--- src/rtl/irq_pkg.sv ---
// Shared types and constants for the interrupt controller: FSM states,
// cause field width and the default handler entry address.
package irq_pkg;

    typedef enum logic {
        ST_IDLE    = 1'b0,
        ST_HANDLER = 1'b1
    } state_e;

    localparam int          CAUSE_W        = 2;
    localparam logic [31:0] DEFAULT_VECTOR = 32'h0000_0100;

endpackage

--- src/rtl/irq_pending.sv ---
// Rising-edge detector and pending register for the IRQ lines.
// A new edge and a clear on the same bit in the same cycle leave the bit set.
module irq_pending #(
    parameter int NUM_IRQ = 4
) (
    input  logic               clk,
    input  logic               rst_n,
    input  logic [NUM_IRQ-1:0] irq_i,
    input  logic [NUM_IRQ-1:0] clr_i,
    output logic [NUM_IRQ-1:0] pending_o
);

    logic [NUM_IRQ-1:0] irq_q;
    logic [NUM_IRQ-1:0] pend_q;
    logic [NUM_IRQ-1:0] pend_d;
    logic [NUM_IRQ-1:0] rise;

    assign rise   = irq_i & ~irq_q;
    assign pend_d = (pend_q & ~clr_i) | rise;

    // irq_q resets low, so a line held high across reset release registers as an edge.
    always_ff @(posedge clk) begin
        if (!rst_n) begin
            irq_q  <= '0;
            pend_q <= '0;
        end else begin
            irq_q  <= irq_i;
            pend_q <= pend_d;
        end
    end

    assign pending_o = pend_q;

endmodule

--- src/rtl/irq_controller.sv ---
// Exception-entry initiator: picks the lowest-index enabled pending IRQ at an
// instruction boundary, strobes EPC/Cause writes and redirects fetch on entry and ERET.
module irq_controller
    import irq_pkg::*;
#(
    parameter int          NUM_IRQ = 4,
    parameter logic [31:0] VECTOR  = DEFAULT_VECTOR
) (
    input  logic               clk,
    input  logic               rst_n,
    input  logic [NUM_IRQ-1:0] irq_i,
    input  logic [NUM_IRQ-1:0] irq_mask_i,
    input  logic               int_en_i,
    input  logic               boundary_i,
    input  logic [31:0]        pc_i,
    input  logic               eret_i,
    input  logic [31:0]        epc_i,
    output logic               epc_write_o,
    output logic [31:0]        epc_data_o,
    output logic               cause_write_o,
    output logic [1:0]         int_cause_o,
    output logic               redirect_o,
    output logic [31:0]        redirect_pc_o,
    output logic               in_handler_o,
    output logic [NUM_IRQ-1:0] pending_o
);

    state_e               state_q, state_d;
    logic [NUM_IRQ-1:0]   pending;
    logic [NUM_IRQ-1:0]   eligible;
    logic [NUM_IRQ-1:0]   clr;
    logic [CAUSE_W-1:0]   win;
    logic                 take;
    logic                 leave;

    logic                 epc_write_q, epc_write_d;
    logic                 cause_write_q, cause_write_d;
    logic                 redirect_q, redirect_d;
    logic [31:0]          epc_data_q, epc_data_d;
    logic [CAUSE_W-1:0]   int_cause_q, int_cause_d;
    logic [31:0]          redirect_pc_q, redirect_pc_d;

    irq_pending #(
        .NUM_IRQ(NUM_IRQ)
    ) u_pending (
        .clk      (clk),
        .rst_n    (rst_n),
        .irq_i    (irq_i),
        .clr_i    (clr),
        .pending_o(pending)
    );

    assign eligible = pending & irq_mask_i;

    // Scan from the top down so the lowest eligible index is the last to assign.
    always_comb begin
        win = '0;
        for (int i = NUM_IRQ - 1; i >= 0; i--) begin
            if (eligible[i]) win = CAUSE_W'(i);
        end
    end

    assign take  = (state_q == ST_IDLE) && int_en_i && boundary_i && (|eligible);
    assign leave = (state_q == ST_HANDLER) && eret_i && boundary_i;
    assign clr   = take ? (NUM_IRQ'(1) << win) : '0;

    always_ff @(posedge clk) begin
        if (!rst_n) state_q <= ST_IDLE;
        else        state_q <= state_d;
    end

    always_comb begin
        state_d = state_q;
        case (state_q)
            ST_IDLE:    if (take)  state_d = ST_HANDLER;
            ST_HANDLER: if (leave) state_d = ST_IDLE;
            default:    state_d = ST_IDLE;
        endcase
    end

    // Strobes are one-shot; data fields hold their last written value.
    always_comb begin
        epc_write_d   = 1'b0;
        cause_write_d = 1'b0;
        redirect_d    = 1'b0;
        epc_data_d    = epc_data_q;
        int_cause_d   = int_cause_q;
        redirect_pc_d = redirect_pc_q;
        if (take) begin
            epc_write_d   = 1'b1;
            cause_write_d = 1'b1;
            redirect_d    = 1'b1;
            epc_data_d    = pc_i;
            int_cause_d   = win;
            redirect_pc_d = VECTOR;
        end else if (leave) begin
            redirect_d    = 1'b1;
            redirect_pc_d = epc_i;
        end
    end

    always_ff @(posedge clk) begin
        if (!rst_n) begin
            epc_write_q   <= 1'b0;
            cause_write_q <= 1'b0;
            redirect_q    <= 1'b0;
            epc_data_q    <= '0;
            int_cause_q   <= '0;
            redirect_pc_q <= '0;
        end else begin
            epc_write_q   <= epc_write_d;
            cause_write_q <= cause_write_d;
            redirect_q    <= redirect_d;
            epc_data_q    <= epc_data_d;
            int_cause_q   <= int_cause_d;
            redirect_pc_q <= redirect_pc_d;
        end
    end

    assign epc_write_o   = epc_write_q;
    assign cause_write_o = cause_write_q;
    assign redirect_o    = redirect_q;
    assign epc_data_o    = epc_data_q;
    assign int_cause_o   = int_cause_q;
    assign redirect_pc_o = redirect_pc_q;
    assign in_handler_o  = (state_q == ST_HANDLER);
    assign pending_o     = pending;

endmodule
--- config.mk ---
export PLATFORM = sky130hd
export DESIGN_NAME = irq_controller
export DESIGN_NICKNAME = d
export VERILOG_FILES = /design/src/rtl/irq_pkg.sv /design/src/rtl/irq_pending.sv /design/src/rtl/irq_controller.sv
export SDC_FILE = /design/constraint.sdc
export NUM_CORES = 1
export LEC_CHECK = 0
export CAP_MARGIN = 10
export CORE_ASPECT_RATIO = 0.9
export CORE_MARGIN = 2
export CORE_UTILIZATION = 40
export CTS_CLUSTER_DIAMETER = 30
export DETAILED_ROUTE_END_ITERATION = 7
export PLACE_DENSITY = 0.84
export SLEW_MARGIN = 40
export SYNTH_ARGS = -nofsm -noshare
export SYNTH_HDL_FRONTEND = slang
export SYNTH_SLANG_ARGS = --single-unit
--- constraint.sdc ---
create_clock -name clk -period 1.76 [get_ports clk]
set_clock_uncertainty 0.1 [all_clocks]
set_input_delay 0.352 -clock clk [delete_from_list [all_inputs] [get_ports clk]]
set_output_delay 0.352 -clock clk [all_outputs]
set_load 0.01 [all_outputs]
==> results.md <==
- Status: complete, no violations
- Ratio of cells with drive above 1 in the final layout: 23.6%
- Starting DRT DRC Count: 28
- Gr usage total: 17.6%
- Hold_buf cts: 0
- RSZ-0062 raised after global routing: no
- Pins Over Slew Limit: 0
- Die H: 88.6 um
- Sink Count: 77
- Buf/Inv on CP: 1
- Crit path kind: register to output port
- WL per Instance: 15.1 um
- Source of the worst register-to-register timing path: u_pending.pending_o[0]
- Setup TNS: 0 ns
- Worst skew pair latency: 0.34 ns
- Clk slew on worst S/H paths: 0.08 ns
- P per Cell Area: 749 mW/mm2
- Synth area leaders: dfxtp_1 (48%), o2bb2ai_2 (15%), mux2i_1 (9.7%)
- Initial antenna violation count: 0
- Yosys warns: 0
- Clock Path Buffers: 2
- Drt via density: 4.91
- Synthesis-stage register bit count: 77
- P_leak: 0.00210 uW
- HP Class: register to register
- Worst hold stages: 2
- CTS tree: yes
- I/O pin cnt: 151
- Worst Path Arrival: 1.26 ns
- Detailed-route DRC error count: 0
- Fin. Hold Viols: 0
- Worst path slowest cell: clkdlybuf4s50_1
- Die X: 98.1 um
- IO Port Bufs: 150
- Cell area after synthesis: 0.00318 mm2
- Grt ovf: 0
- Sequential-to-total area share from yosys stat: 48.4%
- R2R depth: 5
- Rows: 30
- DR pass1 iterations: 4
- Slew @ Worst Pin: 0.447 ns
- Syn Nets: 341
- Area grow syn2layout: 59.3%
- Die area: 0.00869 mm2
- Max FO, Critical Path: 2
- Maxcap violations: 0
- Postcts setup bufs: 0
- DRT Wirelength: 7830 um
- First-pass GRT wire length: 12000 um
- Crit path capture type: output port
- Ordered list of cells on the worst path: clkdlybuf4s50_1
- Hold wc startpoint: epc_data_o[24]
- Yosys cell types: 31
- Ant. Diodes: 0
- WHS Endpoint: epc_data_o[24]
- Final setup vio count: 0
- Gpl congestion: 0.723
- Dominant cell type by area after synthesis: dfxtp_1
- Worst-case hold slack: 0.372 ns
- Max Freq: 0.583 GHz
- DPL Wire Length: 5970 um
- Avg Inst Size Synth: 12.1 um2
- R2R Path End: redirect_pc_o[9]
- Top cell type's share of synthesized area: 48.4%
- Vias in the first global route: 2475
- Worst Slack Setup Final: 0.0456 ns
- Top delay family on crit path: buffers and inverters
- Root Buffer Master: clkbuf_8
- Largest net degree at the start of global routing: 27
- CTS Buf Count: 9
- H-tree depth: 3
- Core area: 0.00762 mm2
- Layout fillers: 581
- Worst Path Required: 1.31 ns
- Peak supply drop: 0.404 mV
- Antenna viol nets, final: 0
- Setup slack, reg-to-reg: 0.22 ns
- Max stage delay on crit path: 0.56 ns
- Gate Count Post-Synth: 264
- Fin crit share: 97.4%
- Initial Utilization: 41.8%
- Dpl ws: -0.251 ns
- Rel. slew slack: 69.9%
- Type of origin of the critical path: register
- Routed vias: 2554
- Fin nets: 496
- Min Clock Period, post-route: 1.71 ns
## area by class of cell
type                       count  area (um2)  area share (%)
tap                           96         120            2.37
timing repair buffer         168        1730            34.0
clock buffer                  11         151            2.98
clock inverter                 5        58.8            1.16
inverter                       4        15.0           0.296
multi-input combinational    159        1460            28.7
sequential                    77        1540            30.4
## per-layer routing
| layer | vias to the layer above | GRT usage, % | routed length, um |
|---|---|---|---|
| li1 | 1248 | - | - |
| met1 | 1191 | 21.1 | 3400 |
| met2 | 108 | 29.9 | 3740 |
| met3 | 7 | 6.00 | 616 |
| met4 | 0 | 5.68 | 74 |
| met5 | - | 0 | 0 |
## worst max path at each step
stage | slack (ns) | depth (start not counted) | start | endpoint
final | 0.05 | 1 | epc_data_o[28] | epc_data_o[28]
after global routing | 0.004 | 1 | epc_data_o[28] | epc_data_o[28]
after CTS | 0.0006 | 1 | u_pending.pending_o[3] | pending_o[3]
after detailed placement | -0.25 | 5 | boundary_i | epc_data_o[13]
after global placement | -0.22 | 5 | boundary_i | epc_data_o[3]
after floorplan | 0.31 | 6 | in_handler_o | epc_data_o[10]
## state kept, by name, summed over array words and instances (netlist names)
name                 cells
epc_data_o              32
u_pending.irq_q          4
in_handler_o             1
redirect_pc_o           32
cause_write_o            1
int_cause_o              2
u_pending.pending_o      4
redirect_o               1
## metrics by stage
stage               power [uW]  instance area, um2  util (%)  cells
global route              3950                5070      66.6    520
CTS                       3850                5060      66.4    520
global placement          2480                4850      63.7    504
floorplan                 2120                3180         -    264
finish                    3800                5070      66.6    520
detailed placement        2490                4850      63.7    504
## Yosys cell counts
cell type   n
o2bb2ai_2  32
mux2_2      1
and3_1      1
nor2b_1     2
nand3_1     1
mux2i_1    31
and3b_1     1
o21a_1      3
buf_1       2
a211oi_1    1
nand4_1     1
a21boi_0    2
a22o_1      2
a31o_1      1
nand2_1    34
clkbuf_1    5
inv_1       4
o211a_1     1
a22oi_1     1
nand3_2     1
nor3_2     28
and2_1      5
buf_2       4
nor3_1      2
a31oi_1     1
buf_6       9
a21oi_1     2
dfxtp_1    77
o21ai_0     1
buf_4       4
a32o_1      4
## cell usage in the layout (no fill, tap or decap), drive strengths merged
cell,synthesis,routed
nor3,30,30
bufinv,0,1
dfxtp,77,77
o21a,3,3
o211a,1,1
buf,19,19
mux2,1,1
clkdlybuf4s50,0,143
a31oi,1,1
nor2b,2,2
nand2,34,34
a32o,4,4
a31o,1,1
o21ai,1,1
nand3,2,2
dlymetal6s2s,0,4
o2bb2ai,32,32
clkbuf,5,11
clkinv,0,2
dlygate4sd2,0,2
a21oi,2,2
clkinvlp,0,2
and3,1,1
a22oi,1,1
nand4,1,1
inv,4,4
a211oi,1,1
and2,5,5
a22o,2,2
mux2i,31,31
a21boi,2,2
and3b,1,1
## timing repair
| action | in CTS | in global routing |
|---|---|---|
| gates cloned | 0 | 0 |
| setup endpoints to repair | 3 | 4 |
| resized for setup | 3 | 4 |
## worst reg2reg max path, cell delays in order, from the launching register on
cell	delay, ns
dfxtp_1	0.35
a22o_1	0.27
buf_4	0.15
o21a_4	0.26
buf_12	0.17
nor3_2	0.17
## power breakdown
part           total (uW)  switching (uW)  internal (uW)  leakage, uW
clock                1360             626            732     0.000102
combinational         600             242            358      0.00138
sequential           1840            37.3           1800     0.000625
## logic make-up after synthesis
group	Yosys count	synth area share [%]
DFF	77	48.4
buffers and inverters	28	6.05
AOI/OAI and AO/OA	51	19.8
muxes	32	10.1
and+or+nand+nor	76	15.6
(Power assumes the default switching activity.)
